===== config.mk =====
export PLATFORM = sky130hd
export DESIGN_NAME = sip_round_engine
export DESIGN_NICKNAME = d
export VERILOG_FILES = /design/src/rtl/sip_round_engine.sv
export SDC_FILE = /design/constraint.sdc
export NUM_CORES = 1
export LEC_CHECK = 0
export CORE_MARGIN = 4
export CORE_UTILIZATION = 30
export DETAILED_ROUTE_END_ITERATION = 10
export HOLD_SLACK_MARGIN = 0.12
export SETUP_SLACK_MARGIN = 0.3
export SLEW_MARGIN = 10
export SYNTH_ARGS = -nofsm -noshare
export SYNTH_HDL_FRONTEND = slang
export SYNTH_SLANG_ARGS = --single-unit

===== constraint.sdc =====
create_clock -name clk -period 12.3 [get_ports clk]
set_input_delay 1.845 -clock clk [delete_from_list [all_inputs] [get_ports clk]]
set_output_delay 1.845 -clock clk [all_outputs]
set_load 0.01 [all_outputs]

===== src/rtl/sip_round_engine.sv =====
// Iterative SipRound engine: loads a four-word state, applies one full SipRound per clock
// for a requested count, then holds the result until the consumer takes it.
module sip_round_engine #(
  parameter int unsigned WORD_W   = 64,
  parameter int unsigned ROT_A    = 13,
  parameter int unsigned ROT_B    = 16,
  parameter int unsigned ROT_C    = 17,
  parameter int unsigned ROT_D    = 21,
  parameter int unsigned ROT_E    = 32,
  parameter int unsigned ROUNDS_W = 4
) (
  input  logic                clk,
  input  logic                rst_n,
  input  logic                clear,
  input  logic                in_valid,
  output logic                in_ready,
  input  logic [ROUNDS_W-1:0] in_rounds,
  input  logic [WORD_W-1:0]   v0_in,
  input  logic [WORD_W-1:0]   v1_in,
  input  logic [WORD_W-1:0]   v2_in,
  input  logic [WORD_W-1:0]   v3_in,
  output logic                out_valid,
  input  logic                out_ready,
  output logic [WORD_W-1:0]   v0_out,
  output logic [WORD_W-1:0]   v1_out,
  output logic [WORD_W-1:0]   v2_out,
  output logic [WORD_W-1:0]   v3_out,
  output logic                busy
);

  typedef enum logic [1:0] {IDLE, RUN, DONE} state_t;

  state_t              state, state_nxt;
  logic [ROUNDS_W-1:0] cnt;
  logic                load, step;
  logic [WORD_W-1:0]   h0_sum, h0, h1, h2, h3;
  logic [WORD_W-1:0]   s2_sum, r0, r1, r2, r3;

  function automatic logic [WORD_W-1:0] rotl(input logic [WORD_W-1:0] x, input int unsigned r);
    return (x << r) | (x >> (WORD_W - r));
  endfunction

  // One full SipRound (both halves) on the current register contents
  always_comb begin
    h0_sum = v0_out + v1_out;
    h1     = rotl(v1_out, ROT_A) ^ h0_sum;
    h0     = rotl(h0_sum, ROT_E);
    h2     = v2_out + v3_out;
    h3     = rotl(v3_out, ROT_B) ^ h2;
    s2_sum = h2 + h1;
    r1     = rotl(h1, ROT_C) ^ s2_sum;
    r2     = rotl(s2_sum, ROT_E);
    r0     = h0 + h3;
    r3     = rotl(h3, ROT_D) ^ r0;
  end

  always_ff @(posedge clk or negedge rst_n) begin
    if (!rst_n) state <= IDLE;
    else        state <= state_nxt;
  end

  always_comb begin
    state_nxt = state;
    unique case (state)
      IDLE:    if (in_valid) state_nxt = (in_rounds == '0) ? DONE : RUN;
      RUN:     if (cnt == ROUNDS_W'(1)) state_nxt = DONE;
      DONE:    if (out_ready) state_nxt = IDLE;
      default: state_nxt = IDLE;
    endcase
    // Abort wins over every other transition
    if (clear) state_nxt = IDLE;
  end

  always_comb begin
    in_ready  = (state == IDLE);
    out_valid = (state == DONE);
    busy      = (state != IDLE);
    load      = (state == IDLE) && in_valid && !clear;
    step      = (state == RUN) && !clear;
  end

  // State words and round counter; clear zeroes the counter but keeps the words
  always_ff @(posedge clk or negedge rst_n) begin
    if (!rst_n) begin
      v0_out <= '0;
      v1_out <= '0;
      v2_out <= '0;
      v3_out <= '0;
      cnt    <= '0;
    end else if (clear) begin
      cnt <= '0;
    end else if (load) begin
      v0_out <= v0_in;
      v1_out <= v1_in;
      v2_out <= v2_in;
      v3_out <= v3_in;
      cnt    <= in_rounds;
    end else if (step) begin
      v0_out <= r0;
      v1_out <= r1;
      v2_out <= r2;
      v3_out <= r3;
      cnt    <= cnt - ROUNDS_W'(1);
    end
  end

endmodule

==> qor_table.md <==
| Stage | Metric | This run |
|---|---|---|
| final layout | Final-layout fill cell count | 9869 |
| setup path | Critical path class | flop to flop |
| global route | Global-route wire length before repair | 253 mm |
| setup path | CP startpoint kind | flop |
| timing | Total negative slack for setup checks | 0 ps |
| timing | Finish-stage setup viols | 0 |
| global route | Number of antenna violations at the first check in global routing | 20 |
| global route | Number of global-route vias before repair | 30400 |
| final layout | Growth of design area from synthesis to finish | 27.6% |
| drt | DRC violations left | 0 |
| logic synthesis | Post-synth top area share | 0.231 |
| final layout | Area taken by flip-flops and latches | 6560 um2 |
| drt | Remaining antenna violation count after routing | 0 |
| setup path | Critical-path maximum fanout | 5 |
| min path | Worst hold path type | flop to flop |
| cts | Number of hold buffers added after cts | 0 |
| logic synthesis | Per-instance average area after synthesis | 7.81 um2 |
| timing | Final Hold Vio Count | 0 |
| logic synthesis | Nets in the synthesized netlist | 4157 |
| timing | Clock skew | 44.3 ps |
| floorplanning | Die Ht | 316 um |
| cts | Number of clock sinks seen by CTS | 262 |
| logic synthesis | Post-synthesis cell area | 28400 um2 |
| cts | Clock root buffer master | sky130_fd_sc_hd__clkbuf_16 |
| logic synthesis | Async set or reset register ratio after synthesis | 1.00 |
| timing | Share of the clock period used by the worst path after layout | 0.672 |
| logic synthesis | Library cell occupying the most area in the post-synthesis netlist | sky130_fd_sc_hd__dfrtp_1 |
| floorplanning | Chip Width | 316 um |
| drt | Vias after detailed routing | 33000 |
| cts | TritonCTS clock tree | done |
| global route | Residual overflow from global routing | 0 |
| setup path | Master of the slowest instance on the critical path | sky130_fd_sc_hd__xor2_1 |
| logic synthesis | Sequential cell area fraction in the yosys report | 0.231 |
| setup path | Sort of element at the end of the critical path | flop |
| timing | Clock period minus final worst setup slack | 8270 ps |
| timing | Unrepaired setup endpoints after global routing | false |
| final layout | Commonest non-fill, non-tap cell in the layout | sky130_fd_sc_hd__clkdlybuf4s50_1 |
| final layout | Fin area | 36200 um2 |
| floorplanning | Cell row count | 112 |
| final layout | Total Nets Final | 4574 |
| final layout | Multi-input logic area | 20800 um2 |
| logic synthesis | Number of distinct library cells after synthesis | 82 |
| global route | Global router's overall resource usage | 0.364 |
| outcome | Result of the run | complete, no violations |
| drt | Routed WL | 190 mm |
| floorplanning | Core outline area | 93600 um2 |
| logic synthesis | Number of enable flip-flop cells after synthesis | 0 |
| logic synthesis | Number of warnings issued by yosys | 0 |
| timing | Max Freq | 0.121 GHz |
| cts | H-tree Lvls | 2 |
| timing | Hold slack final | 525 ps |
| placement | Detailed-placement wirelength estimate | 159 mm |
| cts | Post-CTS clock slew at the launch and capture registers of the worst setup and hold paths | 60 ps |
| timing | Count of pins over their slew limit | 0 |
| setup path | Arrival time at the worst endpoint | 8700 ps |
| logic synthesis | Dominant register cell in the synthesized netlist | sky130_fd_sc_hd__dfrtp_1 |
| logic synthesis | Biggest area contributors in the synthesized netlist | sky130_fd_sc_hd__dfrtp_1 23%, sky130_fd_sc_hd__ha_1 11%, sky130_fd_sc_hd__xnor2_1 7.7%, sky130_fd_sc_hd__a21oi_1 7.1%, sky130_fd_sc_hd__xor2_1 6.5% |
| cts | Buffer levels on the longest clock path | 3 |
| placement | Cell total after placement | 5265 |
| drt | Iteration-0 DRC count of the detailed router | 4806 |
| final layout | Non-filler cells in the finished layout | 5344 |
| timing | Max transition margin | 0.0313 |
| cts | Number of buffers added by the clock tree synthesis step | 38 |
| setup path | Largest stage delay on the critical path | 830 ps |
| floorplanning | Area of the die | 99600 um2 |
| logic synthesis | Cell count after synthesis | 3634 |
| cts | Clock latency on the worst-skew pair | 610 ps |
| cts | Resized cells post-CTS | 0 |
| placement | # port buffers | 523 |
| placement | Area of placed instances | 34900 um2 |
| drt | Routed via count divided by cell count | 6.17 |
| drt | 1st-pass router iterations | 6 |
| placement | GP Congestion | 1.12 |
| timing | Worst Tran Pin Value | 1440 ps |
| logic synthesis | Synthesized flop and latch total | 262 |
| cts | Post-CTS Repair Setup Buffers | 0 |
| global route | Largest net degree at the start of global routing | 166 |
| floorplanning | I/O pin cnt | 524 |
| final layout | Fraction of final layout cells with drive strength greater than 1 | 0.0363 |
| drt | Average wire length per cell after detail routing | 35.5 um |
| run | Number of maximum-capacitance violations | 0 |
| final layout | Commonest cells after routing, fill and taps aside | 522 x sky130_fd_sc_hd__clkdlybuf4s50_1, 411 x sky130_fd_sc_hd__nand2_1, 404 x sky130_fd_sc_hd__a21oi_1 |
| setup path | Setup slack on the worst flop-to-flop path | 4030 ps |
| floorplanning | Initial Utilization | 0.303 |
| setup path | Data required, critical path | 12730 ps |
-- stage by stage --
step	util	setup WS [ps]
3_5_place_dp	0.372	4310
4_1_cts	0.386	4260
5_1_grt	0.386	3820
6_report	0.387	4030
3_3_place_gp	0.372	4240
2_1_floorplan	-	6450
-- critical path: cells and delay by family, from the launching register on --
kind | cells | cell delay [ps]
buffers and inverters | 1 | 80
adders and majority gates | 3 | 860
xor gates and xnor gates | 4 | 1950
AOI/OAI and AO/OA | 14 | 4250
DFF | 1 | 420
and+or+nand+nor | 3 | 530
-- synth_stat cells (71+ instances only) --
cell type,instances
sky130_fd_sc_hd__clkbuf_1,163
sky130_fd_sc_hd__xor2_1,209
sky130_fd_sc_hd__dfrtp_1,262
sky130_fd_sc_hd__inv_1,101
sky130_fd_sc_hd__xnor2_1,251
sky130_fd_sc_hd__a21o_1,171
sky130_fd_sc_hd__a31oi_1,71
sky130_fd_sc_hd__nor2_1,247
sky130_fd_sc_hd__a22oi_1,108
sky130_fd_sc_hd__ha_1,254
sky130_fd_sc_hd__nand2_1,413
sky130_fd_sc_hd__a21oi_1,404
sky130_fd_sc_hd__o21ai_0,284
-- flip-flops by register name (all words and copies together) (netlist names) --
signal  flops
v0_out     64
v1_out     64
v2_out     64
v3_out     64
cnt         4
state       2
-- area by class of cell --
class	instances	share of cell area
flip-flops and latches	262	0.181
inverters	101	0.0105
clock buffers	44	0.0283
multi-input cells	3085	0.574
clock inverters	24	0.00816
repair buffers	563	0.154
diodes	11	0.000760
well taps	1254	0.0433
-- cell families (layout without fill, tap and decap cells) --
group	Yosys count	count (layout)	synth area share
compound gates	1349	1349	0.300
other cells	0	11	0
buf+inv	287	732	0.0380
flops	262	262	0.231
mux	2	2	0.000705
fa+ha+maj	258	258	0.115
simple gates	997	997	0.158
xor+xnor	479	479	0.157
-- path summary, 6_finish.rpt --
kind | to | cells past startpoint | from
max | v1_out[57]$_DFFE_PN0P_ | 25 | v1_out[0]$_DFFE_PN0P_
max in group asynchronous | v2_out[54]$_DFFE_PN0P_ | 3 | rst_n
min | v0_out[10]$_DFFE_PN0P_ | 2 | v0_out[10]$_DFFE_PN0P_
max reg2reg | v1_out[57]$_DFFE_PN0P_ | 25 | v1_out[0]$_DFFE_PN0P_
min reg2reg | v0_out[10]$_DFFE_PN0P_ | 2 | v0_out[10]$_DFFE_PN0P_
min in group asynchronous | v0_out[22]$_DFFE_PN0P_ | 1 | rst_n
-- per-layer routing --
layer	share of wire	track usage	vias to the layer above
met5	0.00030	0	-
met4	0.084	0.242	8
met3	0.11	0.0977	517
met2	0.40	0.523	2240
met1	0.40	0.478	16100
li1	-	-	14100
Power is left out: the tool's default activity adds up to more than one toggle a clock period on the data nets, which glitch-free logic cannot reach.
